[config.mk]
export PLATFORM = sky130hd
export DESIGN_NAME = puart
export DESIGN_NICKNAME = d
export VERILOG_FILES = /design/src/rtl/puart_pkg.sv /design/src/rtl/puart_tick.sv /design/src/rtl/puart.sv
export SDC_FILE = /design/constraint.sdc
export NUM_CORES = 1
export LEC_CHECK = 0
export BUFFER_PORTS_ARGS = -buffer_cell sky130_fd_sc_hd__buf_2
export CORE_MARGIN = 1
export CORE_UTILIZATION = 35
export CTS_CLUSTER_DIAMETER = 40
export CTS_CLUSTER_SIZE = 12
export DETAILED_ROUTE_END_ITERATION = 12
export GPL_TIMING_DRIVEN = 0
export PLACE_DENSITY_LB_ADDON = 0.25
export RECOVER_POWER = 50
export SYNTH_ARGS = -nofsm -noshare
export SYNTH_HDL_FRONTEND = slang
export SYNTH_HIERARCHICAL = 1
export SYNTH_SLANG_ARGS = --single-unit
[constraint.sdc]
create_clock -name clk -period 6.4 [get_ports clk]
set_input_delay 1.28 -clock clk [delete_from_list [all_inputs] [get_ports clk]]
set_output_delay 1.28 -clock clk [all_outputs]
set_load 0.03 [all_outputs]
[src/rtl/puart_pkg.sv]
// puart_pkg: definitions shared by the puart block.
//   - parity mode constants for the PARITY parameter
//   - receive state machine encoding
//   - oversample factor (ticks per bit)
//   - parity helper used by both the transmitter and the receiver
package puart_pkg;

    localparam int PAR_NONE   = 0;
    localparam int PAR_ODD    = 1;
    localparam int PAR_EVEN   = 2;

    localparam int OVERSAMPLE = 16;

    typedef enum logic [2:0] {
        IDLE  = 3'd0,
        START = 3'd1,
        DATA  = 3'd2,
        PAR   = 3'd3,
        STOP  = 3'd4
    } rx_state_t;

    // Parity bit for an already-masked character. Odd mode makes data plus
    // parity carry odd weight, even mode even weight.
    function automatic logic parity_bit(input logic [7:0] d, input int mode);
        return (mode == PAR_ODD) ? ~(^d) : (^d);
    endfunction

endpackage

[src/rtl/puart_tick.sv]
// puart_tick: free-running oversample tick divider.
// Ports:
//   clk    - clock, rising edge
//   resetq - asynchronous active-low reset (counter cleared)
//   tick   - one-cycle pulse every DIV cycles; every cycle when DIV <= 1
module puart_tick #(
    parameter int DIV = 1
) (
    input  logic clk,
    input  logic resetq,
    output logic tick
);

    // A clock slower than 16x the line rate still gets a tick every cycle.
    localparam int DIV_EFF = (DIV < 1) ? 1 : DIV;
    localparam int CW      = (DIV_EFF > 1) ? $clog2(DIV_EFF) : 1;

    logic [CW-1:0] cnt;

    assign tick = (cnt == CW'(DIV_EFF - 1));

    always_ff @(posedge clk or negedge resetq) begin
        if (!resetq) begin
            cnt <= '0;
        end else if (tick) begin
            cnt <= '0;
        end else begin
            cnt <= cnt + 1'b1;
        end
    end

endmodule

[src/rtl/puart.sv]
// puart: parameterised UART with a receive FIFO.
// Ports:
//   clk, resetq       - clock (rising edge) and asynchronous active-low reset
//   rx / tx           - serial receive (asynchronous) and transmit lines
//   wr, tx_data, busy - transmit strobe, character, frame-in-progress flag
//   rd, valid         - FIFO pop strobe and FIFO-not-empty flag
//   rx_data,perr,ferr - FIFO head character and its error flags (0 when empty)
//   overrun           - sticky: a received character was dropped on a full FIFO
module puart
    import puart_pkg::*;
#(
    parameter int CLKFREQ  = 50000000,
    parameter int BAUD     = 115200,
    parameter int DATABITS = 8,
    parameter int PARITY   = 0,
    parameter int STOPBITS = 1,
    parameter int RXDEPTH  = 4
) (
    input  logic       clk,
    input  logic       resetq,
    input  logic       rx,
    output logic       tx,
    input  logic       wr,
    input  logic [7:0] tx_data,
    output logic       busy,
    input  logic       rd,
    output logic       valid,
    output logic [7:0] rx_data,
    output logic       perr,
    output logic       ferr,
    output logic       overrun
);

    localparam int         DIV     = CLKFREQ / (OVERSAMPLE * BAUD);
    localparam int         HASPAR  = (PARITY != PAR_NONE) ? 1 : 0;
    localparam int         NBITS   = 1 + DATABITS + HASPAR + STOPBITS;
    localparam logic [7:0] DMASK   = 8'((1 << DATABITS) - 1);
    localparam int         AW      = $clog2(RXDEPTH);
    localparam logic [3:0] PH_LAST = 4'(OVERSAMPLE - 1);
    localparam logic [3:0] PH_MID  = 4'(OVERSAMPLE / 2 - 1);

    logic tick;

    puart_tick #(.DIV(DIV)) u_tick (
        .clk    (clk),
        .resetq (resetq),
        .tick   (tick)
    );

    // ------------------------------------------------------------------
    // Transmitter: whole frame built at accept time, shifted out LSB first.
    // ------------------------------------------------------------------
    logic [7:0]       tx_masked;
    logic [NBITS-1:0] tx_frame;
    logic [NBITS-1:0] tx_shift;
    logic [3:0]       tx_phase;
    logic [3:0]       tx_left;

    assign tx_masked = tx_data & DMASK;

    // NOTE: every always_comb output gets a default first, so no path can
    // leave it unassigned and infer a latch.
    always_comb begin
        tx_frame    = '1;
        tx_frame[0] = 1'b0;
        for (int i = 0; i < DATABITS; i++) begin
            tx_frame[1 + i] = tx_masked[i];
        end
        if (HASPAR != 0) begin
            tx_frame[1 + DATABITS] = parity_bit(tx_masked, PARITY);
        end
    end

    // NOTE: sequential state uses non-blocking assignments so every flop
    // samples pre-edge values regardless of statement order.
    always_ff @(posedge clk or negedge resetq) begin
        if (!resetq) begin
            tx       <= 1'b1;
            busy     <= 1'b0;
            tx_shift <= '1;
            tx_phase <= '0;
            tx_left  <= '0;
        end else if (!busy) begin
            if (wr) begin
                busy     <= 1'b1;
                tx       <= tx_frame[0];
                tx_shift <= tx_frame >> 1;
                tx_left  <= 4'(NBITS - 1);
                tx_phase <= '0;
            end
        end else if (tick) begin
            tx_phase <= tx_phase + 4'd1;
            if (tx_phase == PH_LAST) begin
                if (tx_left == 4'd0) begin
                    busy <= 1'b0;
                    tx   <= 1'b1;
                end else begin
                    tx       <= tx_shift[0];
                    tx_shift <= tx_shift >> 1;
                    tx_left  <= tx_left - 4'd1;
                end
            end
        end
    end

    // ------------------------------------------------------------------
    // Receiver: two-flop synchroniser, edge detect, centre sampling.
    // ------------------------------------------------------------------
    logic [1:0]          rx_sync;
    logic                rx_s;
    logic                rx_prev;
    rx_state_t           rx_state, rx_state_d;
    logic [3:0]          rx_phase, rx_phase_d;
    logic [DATABITS-1:0] rx_shift, rx_shift_d;
    logic [2:0]          rx_cnt, rx_cnt_d;
    logic                rx_perr, rx_perr_d;
    logic                push;
    logic [9:0]          push_entry;

    assign rx_s = rx_sync[1];

    always_ff @(posedge clk or negedge resetq) begin
        if (!resetq) begin
            rx_sync  <= 2'b11;
            rx_prev  <= 1'b1;
            rx_state <= IDLE;
            rx_phase <= '0;
            rx_shift <= '0;
            rx_cnt   <= '0;
            rx_perr  <= 1'b0;
        end else begin
            rx_sync  <= {rx_sync[0], rx};
            rx_prev  <= rx_s;
            rx_state <= rx_state_d;
            rx_phase <= rx_phase_d;
            rx_shift <= rx_shift_d;
            rx_cnt   <= rx_cnt_d;
            rx_perr  <= rx_perr_d;
        end
    end

    always_comb begin
        rx_state_d = rx_state;
        rx_phase_d = rx_phase;
        rx_shift_d = rx_shift;
        rx_cnt_d   = rx_cnt;
        rx_perr_d  = rx_perr;
        push       = 1'b0;
        // Entry is only consumed in STOP, where rx_s is the first stop bit.
        push_entry = {rx_perr, ~rx_s, 8'(rx_shift)};
        unique case (rx_state)
            IDLE: begin
                if (rx_prev && !rx_s) begin
                    rx_state_d = START;
                    rx_phase_d = '0;
                end
            end
            START: begin
                if (tick) begin
                    rx_phase_d = rx_phase + 4'd1;
                    if (rx_phase == PH_MID) begin
                        rx_phase_d = '0;
                        if (rx_s) begin
                            rx_state_d = IDLE;
                        end else begin
                            rx_state_d = DATA;
                            rx_cnt_d   = '0;
                            rx_perr_d  = 1'b0;
                        end
                    end
                end
            end
            DATA: begin
                if (tick) begin
                    rx_phase_d = rx_phase + 4'd1;
                    if (rx_phase == PH_LAST) begin
                        rx_shift_d = {rx_s, rx_shift[DATABITS-1:1]};
                        rx_cnt_d   = rx_cnt + 3'd1;
                        if (rx_cnt == 3'(DATABITS - 1)) begin
                            rx_state_d = (HASPAR != 0) ? PAR : STOP;
                        end
                    end
                end
            end
            PAR: begin
                if (tick) begin
                    rx_phase_d = rx_phase + 4'd1;
                    if (rx_phase == PH_LAST) begin
                        rx_perr_d  = (rx_s != parity_bit(8'(rx_shift), PARITY));
                        rx_state_d = STOP;
                    end
                end
            end
            STOP: begin
                if (tick) begin
                    rx_phase_d = rx_phase + 4'd1;
                    if (rx_phase == PH_LAST) begin
                        push       = 1'b1;
                        rx_state_d = IDLE;
                    end
                end
            end
            default: rx_state_d = IDLE;
        endcase
    end

    // ------------------------------------------------------------------
    // Receive FIFO: entries are {perr, ferr, data[7:0]}.
    // ------------------------------------------------------------------
    localparam logic [AW:0] DEPTH_C = (AW + 1)'(RXDEPTH);

    logic [9:0]    mem [RXDEPTH];
    logic [AW-1:0] wptr, rptr;
    logic [AW:0]   count;
    logic          full, pop, accept;
    logic [9:0]    head;

    assign full   = (count == DEPTH_C);
    assign valid  = (count != '0);
    assign pop    = rd && valid;
    // A pop in the same cycle frees the slot the push needs.
    assign accept = push && (!full || pop);

    always_ff @(posedge clk or negedge resetq) begin
        if (!resetq) begin
            wptr    <= '0;
            rptr    <= '0;
            count   <= '0;
            overrun <= 1'b0;
        end else begin
            if (accept) wptr <= wptr + 1'b1;
            if (pop)    rptr <= rptr + 1'b1;
            unique case ({accept, pop})
                2'b10:   count <= count + 1'b1;
                2'b01:   count <= count - 1'b1;
                default: count <= count;
            endcase
            if (push && full && !pop) begin
                overrun <= 1'b1;
            end else if (pop) begin
                overrun <= 1'b0;
            end
        end
    end

    // NOTE: storage has no reset; outputs are gated by valid, so stale
    // contents are never visible.
    always_ff @(posedge clk) begin
        if (accept) begin
            mem[wptr] <= push_entry;
        end
    end

    assign head    = mem[rptr];
    assign rx_data = valid ? head[7:0] : 8'h00;
    assign ferr    = valid && head[8];
    assign perr    = valid && head[9];

endmodule

==> flow_summary.yaml <==
floorplanning:
  rows: 40
  initial_core_util_pct: 36.5
  dieWidth_um: 115
  fp.dieArea_mm2: 0.0132
  ioPinCount: 27
  die_y_um: 115
  core_mm2: 0.0122
critical_path:
  worst_path_max_delay_cell: "clkbuf_1"
  path_max_fanout: 55
  endpoint_kind: "async pin"
  required_ns: 6.21
  cp.arrival_ns: 3.34
  cp_top_family: "buffers and inverters"
  worstPathCellList: "clkbuf_1"
  cp.depth: 1
  critical_path_buf_inv_count: 1
  critPathLaunchType: "input port"
  r2r_start: "u_tick/cnt[0]"
  worst_r2r_endpoint: "mem[0][9]"
  max_stage_delay_ns: 2.01
  reg2reg_setup_slack_ns: 3.55
  crit_type: "in -> async"
  reg2reg_depth: 6
clocking:
  cts_hold_buf: 0
  cts_tree: "done"
  cts-root-buf: "clkbuf_16"
  h-tree-depth: 3
  path_clk_slew_ns: 0.07
  postCtsSetupRepairBufs: 0
  cts-resized-gates: 0
  cts_buffers: 9
  clock_sinks: 95
  cts_buffer_depth: 2
  clk-insertion-delay-late_ns: 0.34
global_route:
  first_global_vias: 2836
  grtUsageTotal_pct: 13.3
  grt_max_degree: 56
  antenna_found_initial: 0
  overflow: 0
  grt_pass1_wl_um: 13500
final_layout:
  fillerInstances: 1183
  drive_gt1_share_pct: 21.7
  area_growth_pct: 13.9
  finalNetCount: 402
  antennaDiodeCount: 0
placement:
  place_ws_ns: 3.25
  gp_congestion: 0.753
  hpwl_um: 5200
  port_buffers: 25
route:
  drt_iter0_markers: 101
  drt_wl_total_um: 7810
  avgViaCountPerCell: 5.02
  ant_nets: 0
  vias: 2759
  dr.pass1.iters: 4
  wire_per_inst_um: 14.2
  post-route-drc-count: 0
timing:
  period_needed_ns: 3.53
  totalNegativeSetupSlack_ns: 0
  finalHoldViolCount: 0
  layout_setup_ws_ns: 2.87
  worst_hold_slack_ns: 0.364
  timing.fmax_mhz: 283
  setup_viol: 0
  maxSlewViolCount: 56
  rsz0062_at_grt: "no"
  relSlewSlack_pct: -94.0
  fin_skew_ns: 0.0105
  finalCritPeriodShare_pct: 55.2
  tightest_slew_ns: 2.91
outcome:
  violations: "capacitance limit, slew limit"
  status: "finished, violations left"
synthesis:
  yosysUniqueCellTypes: 61
  syn_area_mm2: 0.00446
  ys_warn_count: 6
  synth_edf_count: 40
  synth_fp_nets: 366
  synth_top_area_cell: "edfxtp_1"
  synthArstFlopShare_pct: 57.9
  ys_seq_area_share_pct: 58.2
  synth_top_area_share_pct: 26.9
  yosys_most_used_dff: "dfrtp_1"
  ys_ff_latch: 95
  avgSynthCellArea_um2: 13.1
  netlist_instances: 341
  synth_area_leaders: "edfxtp_1 (27%), dfrtp_1 (23%), dfstp_2 (8.2%)"
pwr:
  p_leak_nw: 2.21
  switchingPower_uw: 405
  switching_share_pct: 28.0
  total_power_mw: 1.45
  p_comb_share_pct: 15.5
  clock_power_share_pct: 35.5
  ir_drop_v: 0.000174
  p_seq_share_pct: 49.0
  internal_power_mw: 1.04
  cellPowerDensity_mw_per_mm2: 285
hold_path:
  holdPathEnd: "rx_sync[1]"
  min_from: "rx_sync[0]"
  worstHoldPathType: "reg -> reg"
  min_path_cells: 0
flow_run:
  drv_cap: 1
cells in the mapped netlist (all sizes together), types with 10 or more instances:
cell,instances
and2,16
edfxtp,40
mux4,10
ha,11
dfstp,14
buf,10
mux2i,10
xnor2,12
inv,13
dfrtp,41
o21ai,24
nand2,22
nor2,10
mux2,10
logic make-up after synthesis:
logic type / after synthesis / synth area share, %
AND/OR/NAND/NOR: 95 / 12.4
flip-flops: 95 / 58.2
AO/OA/AOI/OAI: 64 / 9.93
buffers and inverters: 30 / 2.81
multiplexers: 30 / 9.90
XOR/XNOR: 15 / 3.25
adder cells (fa/ha/maj): 12 / 3.54
metal layers:
metal	track usage [%]	part of all wire, %
met2	22.4	48
met5	0	0
met4	4.85	1.4
met3	3.53	2.9
met1	16.5	47
cell type report:
class	instances	area, um^2	share of cell area, %
tap	168	210	4.14
sequential	95	2590	51.1
multi-input combinational	216	1740	34.2
inverter	13	48.8	0.961
clock buffer	9	225	4.43
timing repair buffer	25	124	2.44
clock inverter	7	61.3	1.21
buffer	17	76.3	1.50
layout by cell type (no fill, tap or decap), types with 4 or more instances in the layout:
master / Yosys / final
dfrtp_1: 41 / 41
edfxtp_1: 40 / 40
buf_2: 10 / 34
nand2_1: 22 / 22
o21ai_1: 18 / 17
and2_1: 16 / 16
inv_1: 13 / 13
dfstp_2: 14 / 13
xnor2_1: 12 / 12
ha_1: 11 / 11
mux4_2: 10 / 10
nor2_1: 10 / 10
mux2i_1: 9 / 9
clkbuf_16: 0 / 9
clkbuf_1: 7 / 8
nand3_1: 7 / 7
a21oi_1: 7 / 7
o21ai_0: 6 / 7
mux2_1: 7 / 7
nand2b_1: 5 / 5
o221ai_1: 5 / 5
nor3_1: 5 / 5
a22o_1: 5 / 5
a31oi_1: 4 / 4
power by group through the flow:
stage / Clock, mW / Sequential (mW) / Combinational (mW)
2_1_floorplan: 0 / 0.714 / 0.175
3_3_place_gp: 0 / 0.721 / 0.224
3_5_place_dp: 0 / 0.722 / 0.230
4_1_cts: 0.533 / 0.710 / 0.230
5_1_grt: 0.552 / 0.716 / 0.253
6_report: 0.514 / 0.710 / 0.224
worst max path at each step:
stage,startpoint,endpoint,slack [ns]
final,resetq,rx_cnt[1],2.87
after global routing,resetq,rx_cnt[1],2.16
after CTS,rptr[0],rx_data[6],3.06
after detailed placement,rd,mem[0][3],3.25
after global placement,rd,mem[0][3],3.28
after floorplan,count[2],perr,3.64
flip-flops by register name, indices dropped and copies added, names as in the netlist, 2 cells and up:
signal      flops
tx_shift       10
tx_phase        4
count           3
wptr            2
mem            40
u_tick/cnt      5
tx_left         4
rptr            2
rx_cnt          3
rx_phase        4
rx_shift        8
rx_sync         2
rx_state        3
per-stage QoR:
stage	area (um^2)	util [%]	instances
2_1_floorplan	4460	-	341
3_3_place_gp	4790	39.3	534
3_5_place_dp	4790	39.3	534
4_1_cts	5080	41.6	550
5_1_grt	5080	41.6	550
6_report	5080	41.6	550
No activity file was read; power rests on OpenSTA's default activity.
